**config.mk**
```make
export PLATFORM = sky130hd
export DESIGN_NAME = count_flips_multi
export DESIGN_NICKNAME = d
export VERILOG_FILES = /design/src/rtl/marker_pkg.sv /design/src/rtl/flip_debounce.sv /design/src/rtl/count_flips_multi.sv
export SDC_FILE = /design/constraint.sdc
export NUM_CORES = 1
export LEC_CHECK = 0
export BUFFER_PORTS_ARGS = -buffer_cell sky130_fd_sc_hd__buf_2
export CAP_MARGIN = 20
export CORE_ASPECT_RATIO = 1.75
export CORE_MARGIN = 2
export CORE_UTILIZATION = 45
export CTS_CLUSTER_DIAMETER = 80
export DETAILED_ROUTE_END_ITERATION = 7
export SETUP_SLACK_MARGIN = 0.3
export SYNTH_ARGS = -nofsm -noshare
export SYNTH_HDL_FRONTEND = slang
export SYNTH_SLANG_ARGS = --single-unit
```
**constraint.sdc**
```tcl
create_clock -name clk_in -period 2.1 [get_ports clk_in]
set_input_delay 0.21 -clock clk_in [delete_from_list [all_inputs] [get_ports clk_in]]
set_output_delay 0.21 -clock clk_in [all_outputs]
set_load 0.02 [all_outputs]
```
**src/rtl/marker_pkg.sv**
```systemverilog
// Shared types and default line geometry for the multi-channel flip counter.
package marker_pkg;

   localparam int DEF_CHANNELS  = 3;
   localparam int DEF_LINE_LEN  = 1050;
   localparam int DEF_MAX_FLIPS = 15;

   typedef logic [DEF_CHANNELS-1:0] pix_code_t;

   typedef enum logic [1:0] {
      IDLE = 2'd0,
      SCAN = 2'd1,
      HOLD = 2'd2
   } flip_state_t;

   // Width needed to count a candidate run up to min_run inclusive.
   function automatic int run_width(input int min_run);
      int w;
      w = $clog2(min_run + 1);
      if (w < 1) begin
         w = 1;
      end else begin
         w = w;
      end
      return w;
   endfunction

endpackage

```
**src/rtl/flip_debounce.sv**
```systemverilog
// Debounce of colour-code changes: a new code must persist for MIN_RUN
// accepted pixels before it becomes the reference and a flip is committed.
module flip_debounce
   import marker_pkg::*;
#(
   parameter int CHANNELS = DEF_CHANNELS,
   parameter int COORD_W  = 11,
   parameter int MIN_RUN  = 2
) (
   input  logic                clk_i,
   input  logic                rst_n_i,
   input  logic                clear_i,
   input  logic                step_i,
   input  logic [CHANNELS-1:0] code_i,
   input  logic [COORD_W-1:0]  coord_i,
   output logic                commit_o,
   output logic [COORD_W-1:0]  commit_coord_o
);

   localparam int RUN_W = run_width(MIN_RUN);
   localparam logic [RUN_W-1:0] RUN_TGT = RUN_W'(MIN_RUN);

   logic [CHANNELS-1:0] ref_q,   ref_d;
   logic [CHANNELS-1:0] cand_q,  cand_d;
   logic [RUN_W-1:0]    len_q,   len_d;
   logic [COORD_W-1:0]  start_q, start_d;
   logic                commit_s;

   // Candidate tracking; the commit fires in the same cycle the run completes.
   always_comb begin
      ref_d    = ref_q;
      cand_d   = cand_q;
      len_d    = len_q;
      start_d  = start_q;
      commit_s = 1'b0;
      if (clear_i) begin
         ref_d = code_i;
         len_d = {RUN_W{1'b0}};
      end else if (step_i) begin
         if (code_i == ref_q) begin
            len_d = {RUN_W{1'b0}};
         end else if ((len_q == {RUN_W{1'b0}}) || (code_i != cand_q)) begin
            cand_d  = code_i;
            len_d   = RUN_W'(1);
            start_d = coord_i;
         end else begin
            len_d = len_q + RUN_W'(1);
         end
         if (len_d == RUN_TGT) begin
            commit_s = 1'b1;
            ref_d    = cand_d;
            len_d    = {RUN_W{1'b0}};
         end else begin
            commit_s = 1'b0;
         end
      end else begin
         len_d = len_q;
      end
   end

   // Debounce state registers.
   always_ff @(posedge clk_i or negedge rst_n_i) begin
      if (!rst_n_i) begin
         ref_q   <= {CHANNELS{1'b0}};
         cand_q  <= {CHANNELS{1'b0}};
         len_q   <= {RUN_W{1'b0}};
         start_q <= {COORD_W{1'b0}};
      end else begin
         ref_q   <= ref_d;
         cand_q  <= cand_d;
         len_q   <= len_d;
         start_q <= start_d;
      end
   end

   assign commit_o       = commit_s;
   assign commit_coord_o = start_d;

endmodule

```
**src/rtl/count_flips_multi.sv**
```systemverilog
// Per-scanline colour-flip counter with first/last flip coordinates and a
// valid/ready result port. Define RUN_STATS_EN to add min/max run outputs.
module count_flips_multi
   import marker_pkg::*;
#(
   parameter int CHANNELS  = DEF_CHANNELS,
   parameter int COORD_W   = 11,
   parameter int LINE_LEN  = DEF_LINE_LEN,
   parameter int MAX_FLIPS = DEF_MAX_FLIPS,
   parameter int FLIPS_W   = 4,
   parameter int MIN_RUN   = 2
) (
   input  logic                clk_in,
   input  logic                rst_n_in,
   input  logic                sol_in,
   input  logic                pix_valid_in,
   output logic                pix_ready_out,
   input  logic [CHANNELS-1:0] rgb_in,
   output logic                res_valid_out,
   input  logic                res_ready_in,
   output logic [FLIPS_W-1:0]  number_of_flips_out,
   output logic [COORD_W-1:0]  first_coord_out,
   output logic [COORD_W-1:0]  last_coord_out,
`ifdef RUN_STATS_EN
   output logic [COORD_W-1:0]  min_run_out,
   output logic [COORD_W-1:0]  max_run_out,
`endif
   output logic                done_out
);

   localparam logic [COORD_W-1:0] LAST_COORD = COORD_W'(LINE_LEN - 1);
   localparam logic [FLIPS_W-1:0] FLIPS_MAX  = FLIPS_W'(MAX_FLIPS);
   localparam flip_state_t        START_ST   = (LINE_LEN == 1) ? HOLD : SCAN;

   flip_state_t          state_q, state_d;
   logic [COORD_W-1:0]   coord_q, coord_d;
   logic [FLIPS_W-1:0]   flips_q, flips_d;
   logic [COORD_W-1:0]   first_q, first_d;
   logic [COORD_W-1:0]   last_q,  last_d;
   logic                 accept_s;
   logic                 start_s;
   logic                 step_s;
   logic                 commit_s;
   logic [COORD_W-1:0]   commit_coord_s;

   // coord_q is the coordinate of the next pixel; the sol pixel itself is 0.
   assign accept_s = pix_valid_in && (state_q != HOLD);
   assign start_s  = accept_s && sol_in;
   assign step_s   = accept_s && !sol_in && (state_q == SCAN);

   flip_debounce #(
      .CHANNELS (CHANNELS),
      .COORD_W  (COORD_W),
      .MIN_RUN  (MIN_RUN)
   ) u_debounce (
      .clk_i          (clk_in),
      .rst_n_i        (rst_n_in),
      .clear_i        (start_s),
      .step_i         (step_s),
      .code_i         (rgb_in),
      .coord_i        (coord_q),
      .commit_o       (commit_s),
      .commit_coord_o (commit_coord_s)
   );

   // Line FSM and flip bookkeeping.
   always_comb begin
      state_d = state_q;
      coord_d = coord_q;
      flips_d = flips_q;
      first_d = first_q;
      last_d  = last_q;
      case (state_q)
         IDLE, SCAN: begin
            if (start_s) begin
               state_d = START_ST;
               coord_d = COORD_W'(1);
               flips_d = {FLIPS_W{1'b0}};
               first_d = {COORD_W{1'b0}};
               last_d  = {COORD_W{1'b0}};
            end else if (step_s) begin
               coord_d = (coord_q == LAST_COORD) ? coord_q : coord_q + COORD_W'(1);
               if (commit_s) begin
                  flips_d = flips_q + FLIPS_W'(1);
                  last_d  = commit_coord_s;
                  first_d = (flips_q == {FLIPS_W{1'b0}}) ? commit_coord_s : first_q;
               end else begin
                  flips_d = flips_q;
               end
               if ((flips_d == FLIPS_MAX) || (coord_q == LAST_COORD)) begin
                  state_d = HOLD;
               end else begin
                  state_d = SCAN;
               end
            end else begin
               state_d = state_q;
            end
         end
         HOLD: begin
            if (res_ready_in) begin
               state_d = IDLE;
            end else begin
               state_d = HOLD;
            end
         end
         default: begin
            state_d = IDLE;
         end
      endcase
   end

   // Line state registers.
   always_ff @(posedge clk_in or negedge rst_n_in) begin
      if (!rst_n_in) begin
         state_q <= IDLE;
         coord_q <= {COORD_W{1'b0}};
         flips_q <= {FLIPS_W{1'b0}};
         first_q <= {COORD_W{1'b0}};
         last_q  <= {COORD_W{1'b0}};
      end else begin
         state_q <= state_d;
         coord_q <= coord_d;
         flips_q <= flips_d;
         first_q <= first_d;
         last_q  <= last_d;
      end
   end

`ifdef RUN_STATS_EN
   logic [COORD_W-1:0] run_s;
   logic [COORD_W-1:0] rmin_q, rmin_d;
   logic [COORD_W-1:0] rmax_q, rmax_d;
   logic [COORD_W-1:0] min_out_q, min_out_d;
   logic [COORD_W-1:0] max_out_q, max_out_d;

   // last_q is zero until the first flip, so the first run is measured from 0.
   assign run_s = commit_coord_s - last_q;

   // Run-length extremes; published only once a second flip exists.
   always_comb begin
      rmin_d    = rmin_q;
      rmax_d    = rmax_q;
      min_out_d = min_out_q;
      max_out_d = max_out_q;
      if (start_s) begin
         rmin_d    = {COORD_W{1'b0}};
         rmax_d    = {COORD_W{1'b0}};
         min_out_d = {COORD_W{1'b0}};
         max_out_d = {COORD_W{1'b0}};
      end else if (step_s && commit_s) begin
         if (flips_q == {FLIPS_W{1'b0}}) begin
            rmin_d    = run_s;
            rmax_d    = run_s;
            min_out_d = {COORD_W{1'b0}};
            max_out_d = {COORD_W{1'b0}};
         end else begin
            rmin_d    = (run_s < rmin_q) ? run_s : rmin_q;
            rmax_d    = (run_s > rmax_q) ? run_s : rmax_q;
            min_out_d = rmin_d;
            max_out_d = rmax_d;
         end
      end else begin
         rmin_d = rmin_q;
      end
   end

   // Run statistics registers.
   always_ff @(posedge clk_in or negedge rst_n_in) begin
      if (!rst_n_in) begin
         rmin_q    <= {COORD_W{1'b0}};
         rmax_q    <= {COORD_W{1'b0}};
         min_out_q <= {COORD_W{1'b0}};
         max_out_q <= {COORD_W{1'b0}};
      end else begin
         rmin_q    <= rmin_d;
         rmax_q    <= rmax_d;
         min_out_q <= min_out_d;
         max_out_q <= max_out_d;
      end
   end

   assign min_run_out = min_out_q;
   assign max_run_out = max_out_q;
`endif

   assign pix_ready_out       = (state_q != HOLD);
   assign res_valid_out       = (state_q == HOLD);
   assign done_out            = (state_q == HOLD) && res_ready_in;
   assign number_of_flips_out = flips_q;
   assign first_coord_out     = first_q;
   assign last_coord_out      = last_q;

endmodule

```
==> results.md <==
### Timing
• 507.6 MHz — Achievable Freq
• 1.970 ns — clock period minus final worst setup slack
• 0.9381 — Period Utilization, post-route
• 0.007088 ns — worst clock skew on the final layout
• 0 — Pins Over Slew Limit
• 0.6496 — headroom to the max-slew limit
• 0.5208 ns — pin slew with the least headroom to its limit
• 0.1300 ns — Setup WS post-layout
• 0 — final hold violations
• 0 — final count of negative-setup-slack endpoints
• 0 ns — TNS Setup
• true — setup repair after global routing missed its margin

### Logic synthesis
• 11.27 um2 — mean instance size in the synthesized netlist
• 0.5174 — sequential area share after synthesis
• 0 — number of synthesized flops with an enable pin
• 2805 um2 — netlist area before placement
• 52 — number of distinct library cell variants in the gate-level netlist after synthesis
• dfrtp_1 — biggest area consumer among synthesized cells
• 0 — yosys synthesis warning count
• 0.5174 — post-synth top area share
• 58 — Synth Register Bits
• dfrtp_1 (52%), o2bb2ai_1 (5.6%), mux2i_1 (3.9%), mux2_2 (3.2%), inv_1 (2.5%) — main area contributors after synthesis
• dfrtp_1 — dominant register cell in the synthesized netlist
• 262 — Post-Syn Nets
• 1.000 — Post-synth ARST share
• 249 — cells after synthesis

### Detailed routing
• 2237 — via count
• 17.56 um — mean routed wirelength per cell
• 7130 um — wire length after detailed routing
• 0 — antenna-violating nets left
• 0 — Post-route DRC
• 5.510 — Avg Vias per Cell
• 4 — Detailed Routing Iterations Pass 1
• 150 — 1st-iter DRT viols

### Power and ir drop
• 0.396 — portion of total power attributed to the clock network
• 787.2 nW/um2 — ratio of total power to cell area
• 848.4 uW — switching component of the power
• 0.0005766 V — worst vdd ir
• 2289 uW — internal power consumption
• 0.188 — combinational group share of total power
• 0.2704 — switching portion of total power
• 0.001807 uW — Leakage Power
• 0.416 — sequential group share of total power

### Global route
• 10760 um — first-pass GRT wire length
• 0 — gr ovfl total
• 30 — largest net degree at the start of global routing
• 0.2091 — total routing usage reported by global routing
• 0 — initial antenna violation count
• 2215 — number of global-route vias before repair

### Setup path
• 2.19 ns — arrival time of data at the critical path endpoint
• register — kind of end point of the critical path
• 8 — top fanout value on the critical path
• 2.32 ns — critical path required time
• reg -> reg — critical path start-end classification
• register — startpoint class of the critical path

### CTS
• 9 — TritonCTS Buffers
• 2 — maximum clock insertion buffer count
• done — CTS tree
• clkbuf_8 — buffer type at the clock tree root
• 3 — level count of the clock H-tree
• 58 — Clock Sinks
• 0.34 ns — clock latency at the later pin of the worst-skew pair
• 0.07 ns — clock transition at the register clock pins on the worst setup and hold paths after CTS

### Cells and area
• 0.4632 — proportion of layout cells with a drive suffix above 1
• 334 — net count reported at finish
• 482 — Filler cells
• 0 — antenna cell count
• 406 — Layout Cells excl Fill
• 1607 um2 — combined area of the multi-input logic cells
• 42.06% — growth of design area from synthesis to finish
• 1451 um2 — footprint of the flip-flops and latches

### Die
• 6133 um2 — total core area
• 37 — ports placed on the boundary
• 38 — count of standard-cell rows
• 108.4 um — die height
• 63.69 um — width of the die
• 0.4574 — initial core utilization
• 6906 um2 — Total Die Area

### Status
• finished, final reports clean — status

### Placed design
• 4723 um — DPL Wire Length
• 0.7684 — final weighted congestion in routability-driven placement
• 374 — number of cells in the design after placement
• 0.07645 ns — setup slack at placement
• 36 — Port-buffer cells

### Min path
• in -> reg — classification of the worst-slack hold path

### Job
• 0 — max-capacitance violation count

-- registers in the layout, summed over array words and instances, names as in the netlist, 3 cells and up --
register	flops
coord_q	11
first_coord_out	11
last_coord_out	11
number_of_flips_out	4
u_debounce.cand_q	3
u_debounce.ref_q	3
u_debounce.start_q	11
-- cells in the final DEF (no fill, tap or decap), types with 5 or more instances in the layout --
cell type,count
buf_2,36
o2bb2ai_2,12
a21oi_1,10
inv_1,19
o2bb2ai_1,6
nand2_1,10
nand3_1,10
o21ai_1,10
buf_4,25
dfrtp_1,58
o21ai_0,6
mux2_2,5
clkbuf_8,13
mux2i_4,10
-- layer usage --
layer,global-route usage,wire (um),vias to the layer above
met5,0,0,-
met4,0.1258,217,0
met3,0.04787,218,14
met2,0.3602,4042,47
met1,0.2327,2651,1117
li1,-,-,1059
-- worst max-delay path, cell delays in order (launching register included) --
cell and delay (ns):
dfrtp_1 0.38, or4_4 0.54, o41a_4 0.41, o2111ai_4 0.30
or3_2 0.17, a21oi_1 0.05
-- synthesized netlist by cell type, types with 2 or more instances --
library cell,number
a21o_1,2
a21oi_1,12
a31oi_1,2
and2_1,4
and3_1,5
buf_2,6
dfrtp_1,58
ha_1,5
inv_1,19
mux2_2,8
mux2i_1,11
nand2_1,13
nand3_1,12
nand4_1,3
nor2_1,5
o21ai_0,13
o21ai_1,5
o22a_1,2
o2bb2ai_1,18
o31ai_1,3
or3_1,3
or3_2,4
xnor2_1,4
xor2_1,4
-- path summary, 6_finish.rpt --
path	from	endpoint	slack, ns	cells past startpoint
setup / recovery	coord_q[8]$_DFFE_PN0P_	coord_q[8]$_DFFE_PN0P_	0.13	5
hold / removal	rgb_in[1]	u_debounce.cand_q[1]$_DFFE_PN0P_	0.19	2
setup reg to reg	coord_q[8]$_DFFE_PN0P_	coord_q[8]$_DFFE_PN0P_	0.13	5
hold reg to reg	first_coord_out[9]$_DFFE_PN0P_	first_coord_out[9]$_DFFE_PN0P_	0.49	1
max in group asynchronous	rst_n_in	coord_q[5]$_DFFE_PN0P_	1.24	3
min in group asynchronous	rst_n_in	u_debounce.cand_q[1]$_DFFE_PN0P_	0.32	2
-- area by class of cell --
type	instances	share of cell area
Clock buffer	13	0.04490
Clock inverter	3	0.01727
Inverter	19	0.01790
Multi-Input combinational cell	163	0.4031
Sequential cell	58	0.3642
Tap cell	80	0.02512
Timing Repair Buffer	70	0.1275
-- cells by family after synthesis --
kind of cell | synth area share
AO/OA/AOI/OAI | 0.1900
XOR/XNOR | 0.02498
adder cells (fa/ha/maj) | 0.02230
buffers and inverters | 0.04416
flip-flops | 0.5174
multiplexers | 0.07137
AND/OR/NAND/NOR | 0.1298
-- through the flow --
stage	hold WS, ns	total power, uW	util	area (um2)
floorplan	-0.08559	1595	-	2854
global placement	0.1542	1756	0.5259	3226
detailed placement	0.1600	1766	0.5259	3226
CTS	0.1645	3067	0.5869	3600
global route	0.1839	3284	0.6497	3985
finish	0.1859	3137	0.6497	3985
-- power groups by stage --
stage	Combinational (uW)	Clock [uW]	Sequential, uW
CTS	495	1270	1300
finish	590	1240	1300
floorplan	276	0	1320
global placement	446	0	1310
global route	649	1320	1310
detailed placement	452	0	1310
-- repair_timing --
item	in CTS	in global routing
hold buffers	1	0
hold endpoints to repair	15	0
gates cloned	0	2
pin swaps	4	11
setup buffers	3	10
resized for setup	23	49
endpoints found under the setup margin	45	49
No activity file was read; power rests on OpenSTA's default activity.
